### config.mk
export PLATFORM = sky130hd
export DESIGN_NAME = fetch_stage
export DESIGN_NICKNAME = d
export VERILOG_FILES = /design/src/rtl/fetch_stage.sv
export SDC_FILE = /design/constraint.sdc
export NUM_CORES = 1
export LEC_CHECK = 0
export ABC_CLOCK_PERIOD_IN_PS = 5670
export CORE_ASPECT_RATIO = 0.7
export CORE_MARGIN = 2
export CORE_UTILIZATION = 51
export DETAILED_ROUTE_END_ITERATION = 8
export MAX_ROUTING_LAYER = met4
export PLACE_DENSITY = 0.87
export SLEW_MARGIN = 10
export SYNTH_ARGS = -nofsm -noshare
export SYNTH_HDL_FRONTEND = slang
export SYNTH_SLANG_ARGS = --single-unit
### constraint.sdc
create_clock -name clk -period 5.67 [get_ports clk]
set_input_delay 0.8505 -clock clk [delete_from_list [all_inputs] [get_ports clk]]
set_output_delay 0.8505 -clock clk [all_outputs]
set_load 0.005 [all_outputs]
### src/rtl/fetch_stage.sv
// fetch_stage: MIPS instruction-fetch stage owning the PC and the IF/ID register,
// with branch/jump/jr/exception redirect, stall hold and fetch-error flagging.
module fetch_stage #(
  parameter logic [31:0] RESET_PC = 32'h0000_3000,
  parameter logic [31:0] IM_BASE  = 32'h0000_3000,
  parameter int          IM_WORDS = 1024
) (
  input  logic        clk,
  input  logic        reset,
  input  logic        stall,
  input  logic [1:0]  npc_sel,
  input  logic        br_taken,
  input  logic [25:0] id_imm26,
  input  logic [31:0] jr_target,
  input  logic        exc_redirect,
  input  logic [31:0] exc_target,
  output logic [31:0] pc,
  input  logic [31:0] ir,
  output logic [31:0] id_ir,
  output logic [31:0] id_pc,
  output logic [31:0] id_pc8,
  output logic        id_fetch_err
);
  localparam logic [31:0] IM_LAST = IM_BASE + 32'(4 * (IM_WORDS - 1));
  logic [31:0] pc_q, pc_d, id_ir_q, id_ir_d, id_pc_q, id_pc_d;
  logic        err_q, err_d;
  logic [31:0] pc4, id_pc4, br_tgt, j_tgt, npc;
  logic        fetch_err;
  assign pc4       = pc_q + 32'd4;
  assign id_pc4    = id_pc_q + 32'd4;
  assign br_tgt    = id_pc4 + {{14{id_imm26[15]}}, id_imm26[15:0], 2'b00};
  assign j_tgt     = {id_pc4[31:28], id_imm26, 2'b00};
  assign fetch_err = (pc_q[1:0] != 2'b00) || (pc_q < IM_BASE) || (pc_q > IM_LAST);
  assign npc = (npc_sel == 2'b01) ? (br_taken ? br_tgt : pc4) :
               (npc_sel == 2'b10) ? j_tgt :
               (npc_sel == 2'b11) ? jr_target : pc4;
  // exception redirect wins over stall and flushes IF/ID to a nop
  always_comb begin
    pc_d    = pc_q;
    id_ir_d = id_ir_q;
    id_pc_d = id_pc_q;
    err_d   = err_q;
    if (exc_redirect) begin
      pc_d    = exc_target;
      id_ir_d = '0;
      id_pc_d = '0;
      err_d   = 1'b0;
    end else if (!stall) begin
      pc_d    = npc;
      id_ir_d = fetch_err ? '0 : ir;
      id_pc_d = pc_q;
      err_d   = fetch_err;
    end
  end
  always_ff @(posedge clk) begin
    if (reset) begin
      pc_q    <= RESET_PC;
      id_ir_q <= '0;
      id_pc_q <= '0;
      err_q   <= 1'b0;
    end else begin
      pc_q    <= pc_d;
      id_ir_q <= id_ir_d;
      id_pc_q <= id_pc_d;
      err_q   <= err_d;
    end
  end
  assign pc           = pc_q;
  assign id_ir        = id_ir_q;
  assign id_pc        = id_pc_q;
  assign id_pc8       = id_pc_q + 32'd8;
  assign id_fetch_err = err_q;
endmodule

# After elaboration in Yosys (flattened, before gate mapping)
# Index checks and enable logic that the tools add are counted.
# op_classes
addsub	4
n_lt_le_gt_ge	2
n_eq_ne	4
n_mux	7
reduce_logical	4
# op_table
op	count
two-way mux 32 bit	7
adder 32 x 3 -> 32 bit, second input constant	2
adder 32 bit	1
adder 32 x 4 -> 32 bit, second input constant	1
greater-than comparator 32 x 14 -> 1 bit, second input constant	1
< comparator 32 x 14 -> 1 bit, second input constant	1
equality test 2 bit, second input constant	2
equality test 2 x 1 -> 1 bit, second input constant	1
logical OR 1 bit	2
inequality test 2 x 1 -> 1 bit, second input constant	1
nonzero test 2 bit	1
OR reduction 2 bit	1
# totals
reg_bits	97
elab_cells	25

# Longest topological paths before layout
# Gate-level depths: netlist of the first run.
# logic_depth
depth_word	6
mapped_depth	16
mapped_depth_nobuf	16

# Least setup slack after synthesis of the first run
# Ideal clock, no wire load.
# synth_timing
path_kind	register to register
start	register id_pc_q[4] (netlist: id_pc[4])
end	register pc_q[30] (netlist: pc[30])
t_arrival_ps	3482
slack_ps	2060
stages_incl_launch_ff	17
path_buffers	0
period_less_slack_ps	3610
path_cell_list	dfxtp_1 -> ha_1 -> nand3_1 -> nor3_1 -> nand2_1 -> or3_1 -> or2_1 -> xnor2_1 -> ha_1 -> a21oi_1 -> nor2b_1 -> o21ai_0 -> nand2b_1 -> a41oi_1 -> xnor2_1 -> a2111oi_0 -> nor2_1
# synth_between
elab_chain_len	6
elab_cells_between_ends	7
# synth_lines
element	line_no	text
from (decl)	25	logic [31:0] pc_q, pc_d, id_ir_q, id_ir_d, id_pc_q, id_pc_d;
from (signal assigned)	64	id_pc_q <= id_pc_d;
adder 32 x 3 -> 32 bit (*)	30	assign id_pc4 = id_pc_q + 32'd4;
adder 32 bit	31	assign br_tgt = id_pc4 + {{14{id_imm26[15]}}, id_imm26[15:0], 2'b00};
two-way mux 32 bit	34	assign npc = (npc_sel == 2'b01) ? (br_taken ? br_tgt : pc4) :
two-way mux 32 bit (*)	34	
two-way mux 32 bit (*)	48	end else if (!stall) begin
two-way mux 32 bit (*)	43	if (exc_redirect) begin
to (signal assigned)	62	pc_q <= pc_d;
to (decl)	25	
# Mark *: on every way between the ends. The rest lies on a longest branch, timed or not. The select of a mux whose other input is x is not followed.
# A chain may end at the register's enable or synchronous reset.

# Final worst setup path of the first run
# layout_timing
start	register id_pc_q[2] (netlist: id_pc[2])
end	register pc_q[30] (netlist: pc[30])
# Same word-level chain as after synthesis.

==> run metrics, run 1 <==
status=completed; DR pass1 iterations=6; post-synthesis mux area share=0.0717; Core Area=15500 um2; CP Class=flop to flop; RePlAce Congestion=roughly 1.1; initial core utilization=0.519; ratio of cells with drive above 1 in the final layout=0.0506; Tmin final=roughly 4.5 ns; fill cell count=1203; CTS Sinks=slightly below 100; Synth Area in Simple Gates=0.233; WL per Instance=between 20 and 25 um; Max H-tree Level=3; fraction of registers with async set/reset=0; yosys warns=0; VDD IR max=~180 uV; Via density=6.27; post-CTS resize count=0; WP data required=5.91 ns; Unique masters post-synth=80; gr usage total=0.408; flop and latch count out of synthesis=a little under 100; CP arrival=4.76 ns; fin crit share=0.798; Post-Syn Instances=about 1100; crit path max fanout=15; Peak Freq=~0.22 GHz; Critical Path Start Type=flop; placed cell area=around 11000 um2; # DRC=0; post-DP HPWL=around 27000 um; RSZ-0062 raised after global routing=no; Worst Hold Depth=2; antenna violations before repair=0; num ports=~260; GRT Residual Overflow=0; row cnt=38; relative slew slack=0.318; final hold vios=0; clock tree root driver cell=clkbuf_16; actual slew at the worst max-slew pin=0.997 ns; top cells by area, synth=dfxtp_1 (24%), xnor2_1 (6.8%), mux2i_1 (6.6%); most frequent cells in the layout=clkdlybuf4s50_1 (254), nor2_1 (138), nand2_1 (105); EDFF count, synth=0; Synth-to-Final Area Change=36.1%; Design Area, Final=10900 um2; Die Height=109 um; post-route ant nets=0; drt total wl=34100 um; first-pass GRT wire length=50100 um; top-area cell type share of the netlist area=0.242; # diodes=0; Clock Latency Late Sink=0.36 ns; main combinational cell family by area after synthesis=simple AND/OR/NAND/NOR gates; syn nets=~1200; Adder-Cell Fraction of Synth Area=0.0586; Num CTS Buffers=9; Synth Area in XOR/XNOR=0.113; Power Dens Cells=177 nW/um2; Die W=between 150 and 200 um; CP Capture Type=flop; Final setup violation count=0; Clk pin slew, worst setup/hold paths=approximately 0.080 ns; most common cell after layout, fill and taps aside=clkdlybuf4s50_1; largest net degree at the start of global routing=48; worst reg-to-reg setup slack=1.15 ns; fin nets=1427; setup bufs post-CTS=0; Max Root-Sink Buffers=2; Hold Crit Class=flop to flop; Max Clock Skew=~0.009 ns; vias in the first global route=8357; cells on worst reg2reg path=15; Mapped Area=8030 um2; Final TNS setup=0 ns; Pins Over Slew Limit=0; CTS Hold Bufs=0; Compound-Gate Fraction of Synth Area=0.229; CTS tree=built; IO Port Bufs=257; drt first-iter violations=about 1200; sequential-to-total area share from yosys stat=0.242; Main synth FF type=dfxtp_1; via count=9199; Pleak=4.19 nW; max cap viols=0; average cell area after synthesis=7.63 um2; Die Area=16800 um2; Synth area leader=dfxtp_1
power breakdown:
part	total (mW)	internal [mW]	switching (mW)
registers	0.766	0.704	0.0614
clock network	0.679	0.356	0.323
logic	0.493	0.244	0.250
total	1.94	1.30	0.634
cell type report:
type	instances	area [um2]	share of cell area
inverter	22	82.6	0.00756
clock inverter	7	95.1	0.00871
clock buffer	9	225	0.0206
sequential	97	1940	0.178
multi-input combinational	860	5660	0.518
tap	200	250	0.0229
timing repair buffer	271	2670	0.244
per-layer routing:
layer	vias up	part of all wire	global-route usage
li1	4198	-	-
met1	4309	0.44	0.568
met2	643	0.39	0.545
met3	49	0.15	0.166
met4	0	0.015	0.0901
met5	-	0	-
cells by family after synthesis:
kind of cell | count (synthesis)
buffers and inverters | 95
flip-flops | 97
multiplexers | 56
XOR/XNOR | 103
AO/OA/AOI/OAI | 274
AND/OR/NAND/NOR | 390
adder cells (fa/ha/maj) | 37
state kept, by name, summed over array words and instances (netlist names):
name / count
pc: 32
id_fetch_err: 1
id_ir: 32
id_pc: 32
metrics by stage:
step / std cells / setup slack, ns / utilization / hold WS (ns) / power, mW
finish: 1466 / 1.15 / 0.707 / 0.515 / 1.94
global route: 1466 / 0.819 / 0.707 / 0.539 / 2.01
CTS: 1466 / 1.24 / 0.707 / 0.518 / 1.92
detailed placement: 1450 / 1.28 / 0.686 / 0.500 / 1.25
global placement: 1450 / 1.28 / 0.686 / 0.489 / 1.25
floorplan: 1052 / 2.06 / - / 0.487 / 1.01
cells in the mapped netlist (all sizes together), types with 4 or more instances:
| cell type | n |
|---|---|
| a31oi | 6 |
| a22oi | 33 |
| a21oi | 86 |
| nor2 | 139 |
| and4 | 5 |
| a2111oi | 6 |
| o21bai | 4 |
| nand3 | 39 |
| and3 | 11 |
| a211oi | 10 |
| nand2 | 107 |
| and2 | 9 |
| nor4 | 11 |
| ha | 36 |
| xor2 | 40 |
| clkbuf | 47 |
| dfxtp | 97 |
| nand2b | 8 |
| nor3 | 20 |
| o31a | 5 |
| o32ai | 4 |
| o31ai | 7 |
| xnor2 | 63 |
| mux2i | 53 |
| inv | 21 |
| a21o | 10 |
| o21a | 6 |
| a221oi | 9 |
| nor2b | 6 |
| a211o | 4 |
| o21ai | 52 |
| or3 | 5 |
| o211ai | 9 |
| buf | 26 |
| nand4 | 23 |
critical path, stage by stage, from the launching register on:
cell and delay, ns:
dfxtp_1 0.71, ha_1 0.28, and3_1 0.23, nand4_2 0.23
nor3_1 0.42, nand2_1 0.12, xnor2_1 0.26, ha_1 0.40
and3_4 0.25, and2_1 0.18, a221oi_2 0.27, nand4_1 0.17
a41oi_1 0.28, xnor2_1 0.09, a2111oi_0 0.44, nor2_1 0.07
final timing paths:
| check | from | to |
|---|---|---|
| worst max-delay path | id_pc[2] | pc[30] |
| worst min-delay path | id_ir[18] | id_ir[18] |
| worst max register to register | id_pc[2] | pc[30] |
| worst min register to register | id_ir[18] | id_ir[18] |
Power figures use the tool's default switching activity.
==> run 2, diff against run 1 <==
--- a/config.mk
+++ b/config.mk
@@ -5,13 +5,13 @@
 export SDC_FILE = /design/constraint.sdc
 export NUM_CORES = 1
 export LEC_CHECK = 0
-export ABC_CLOCK_PERIOD_IN_PS = 5670
+export ABC_CLOCK_PERIOD_IN_PS = 4200
 export CORE_ASPECT_RATIO = 0.7
 export CORE_MARGIN = 2
-export CORE_UTILIZATION = 51
+export CORE_UTILIZATION = 48
 export DETAILED_ROUTE_END_ITERATION = 8
 export MAX_ROUTING_LAYER = met4
-export PLACE_DENSITY = 0.87
+export PLACE_DENSITY = 0.83
 export SLEW_MARGIN = 10
 export SYNTH_ARGS = -nofsm -noshare
 export SYNTH_HDL_FRONTEND = slang
==> constraint.sdc (replaced) <==
create_clock -name clk -period 4.2 [get_ports clk]
set_input_delay 0.63 -clock clk [delete_from_list [all_inputs] [get_ports clk]]
set_output_delay 0.63 -clock clk [all_outputs]
set_load 0.005 [all_outputs]
==> run metrics, run 2 (synthesized netlist as in run 1, its figures left out) <==
status=completed (unchanged); Tmin final=3.98 ns (was 4.52 ns); fin crit share=0.949 (was 0.798); max cap viols=0 (unchanged); Clock Latency Late Sink=0.36 ns (about the same); switch share=0.335 (was 0.327); clock tree root driver cell=clkbuf_16 (unchanged); Die Height=112 um (was 109 um); most frequent cells in the layout=clkdlybuf4s50_1 (254), nor2_1 (137), nand2_1 (105) (was clkdlybuf4s50_1 (254), nor2_1 (138), nand2_1 (105)); P_sw=855 uW (was 634 uW); Die Area=17800 um2 (was 16800 um2); DR pass1 iterations=6 (unchanged); CTS tree=built (unchanged); largest net degree at the start of global routing=67 (was 48); power share of the combinational group=0.264 (was 0.255); Synth-to-Final Area Change=38.2% (was 36.1%); actual slew at the worst max-slew pin=1.02 ns (was 0.997 ns); Pleak=4.28 nW (was 4.19 nW); Pins Over Slew Limit=0 (unchanged); Clk pin slew, worst setup/hold paths=0.08 ns (about the same); Seq pwr share=0.407 (was 0.395); GRT Residual Overflow=0 (unchanged); Clk pwr share=0.329 (was 0.350); ratio of cells with drive above 1 in the final layout=0.0686 (was 0.0506); relative slew slack=0.311 (was 0.318); vias in the first global route=8325 (was 8357); drt first-iter violations=1425 (was 1202); RePlAce Congestion=1.13 (was 1.07); via count=9371 (was 9199); Via density=6.22 (was 6.27); final hold vios=0 (unchanged); # DRC=0 (unchanged); post-route ant nets=0 (unchanged); Peak Freq=0.251 GHz (was 0.221 GHz); Critical Path Start Type=flop (unchanged); VDD IR max=190 uV (was 176 uV); CP Capture Type=flop (unchanged); Die W=159 um (was 154 um); Power Dens Cells=230 nW/um2 (was 177 nW/um2); num ports=258 (unchanged); CTS Sinks=97 (unchanged); WL per Instance=22.1 um (was 23.2 um); Tot Pwr=2.56 mW (was 1.94 mW); gr usage total=0.378 (was 0.408); Min Hold Slack=0.514 ns (was 0.515 ns); row cnt=39 (was 38); drt total wl=33400 um (was 34100 um); Final setup violation count=0 (unchanged); Max H-tree Level=3 (unchanged); Pint=1.70 mW (was 1.30 mW); first-pass GRT wire length=49800 um (was 50100 um); fin nets=1443 (was 1427); antenna violations before repair=0 (unchanged); most common cell after layout, fill and taps aside=clkdlybuf4s50_1 (unchanged); Num CTS Buffers=9 (unchanged); IO Port Bufs=257 (unchanged); Max Root-Sink Buffers=2 (unchanged); fill cell count=1388 (was 1203); Core Area=16300 um2 (was 15500 um2); Max Clock Skew=0.0130 ns (was 0.00902 ns); CP Class=flop to flop (unchanged); Hold Crit Class=flop to flop (unchanged); initial core utilization=0.491 (was 0.519); WP data required=4.45 ns (was 5.91 ns); crit path max fanout=7 (was 15); CP arrival=4.24 ns (was 4.76 ns); post-DP HPWL=25900 um (was 26500 um); # diodes=0 (unchanged)
[run 2: cell types whose count changed in the layout (fill, tap and decap cells not counted), moves of 2 or more]
cell	delta
buf_4	+16
a2111oi_0	-2
a2111oi_1	+2
nor3_1	-2
nor3_2	+2
xnor2_1	-2
xnor2_2	+2
[run 2: layout make-up]
type / count / area [um2] / share of cell area
clock buffer: 9 / 225 / 0.0203
multi-input combinational: 860 / 5710 / 0.515
tap: 225 / 282 / 0.0254
clock inverter: 7 / 66.3 / 0.00598
inverter: 22 / 82.6 / 0.00745
sequential: 97 / 1940 / 0.175
timing repair buffer: 287 / 2790 / 0.251
[run 2: worst paths after layout]
check / startpoint / end / slack, ns / depth (start not counted)
setup / recovery: id_pc[3] / pc[28] / 0.22 / 14
hold / removal: id_ir[4] / id_ir[4] / 0.51 / 2
setup reg to reg: id_pc[3] / pc[28] / 0.22 / 14
hold reg to reg: id_ir[4] / id_ir[4] / 0.51 / 2
[run 2: critical path, cell delays in order (launching register included)]
cell,delay [ns]
dfxtp_2,0.40
ha_1,0.31
nand3_4,0.16
nor2_2,0.23
nand4_1,0.18
xnor2_2,0.30
ha_1,0.37
a21oi_1,0.29
o21ai_0,0.21
a21boi_0,0.27
o31ai_2,0.14
a2111oi_1,0.47
o31a_1,0.26
and4b_1,0.22
o31ai_1,0.07
[run 2: stage by stage]
step | std cells | util | setup slack (ns) | setup TNS [ns] | instance area [um2]
finish | 1507 | 0.678 | 0.215 | 0 | 11100
global route | 1507 | 0.678 | -0.0150 | -0.0150 | 11100
CTS | 1506 | 0.675 | 0.00607 | 0 | 11000
detailed placement | 1490 | 0.657 | -0.0477 | -0.0743 | 10700
global placement | 1490 | 0.657 | 0.259 | 0 | 10700
floorplan | 1052 | - | 0.590 | 0 | 8030
[run 2: repair_timing]
action                                  4_1_cts  5_1_grt
hold buffers                                  0        0
pin swaps                                     0        1
endpoints found under the setup margin        2       13
gates resized for setup                       1       10
buffers inserted                              0        1
endpoints found under the hold margin         0        0
[run 2: power by group through the flow]
| stage | Sequential (mW) | Clock (mW) | Combinational [mW] |
|---|---|---|---|
| 4_1_cts | 1.03 | 0.841 | 0.654 |
| 3_3_place_gp | 1.05 | 0 | 0.643 |
| 3_5_place_dp | 1.05 | 0 | 0.649 |
| 2_1_floorplan | 1.01 | 0 | 0.345 |
| 6_report | 1.04 | 0.841 | 0.674 |
| 5_1_grt | 1.04 | 0.882 | 0.716 |
[run 2: layer usage]
metal	global-route usage	wire length, um	up-vias
met1	0.564	14500	4380
met4	0.0577	580	0
met3	0.123	5120	53
li1	-	-	4235
met5	-	0	-
met2	0.498	13100	703
==> run 3, diff against run 2 <==
--- a/config.mk
+++ b/config.mk
@@ -5,7 +5,7 @@
 export SDC_FILE = /design/constraint.sdc
 export NUM_CORES = 1
 export LEC_CHECK = 0
-export ABC_CLOCK_PERIOD_IN_PS = 4200
+export CAP_MARGIN = 5
 export CORE_ASPECT_RATIO = 0.7
 export CORE_MARGIN = 2
 export CORE_UTILIZATION = 48
==> results of run 3 <==
Same layout as run 2: the final DEF is identical, and so are final timing and power.
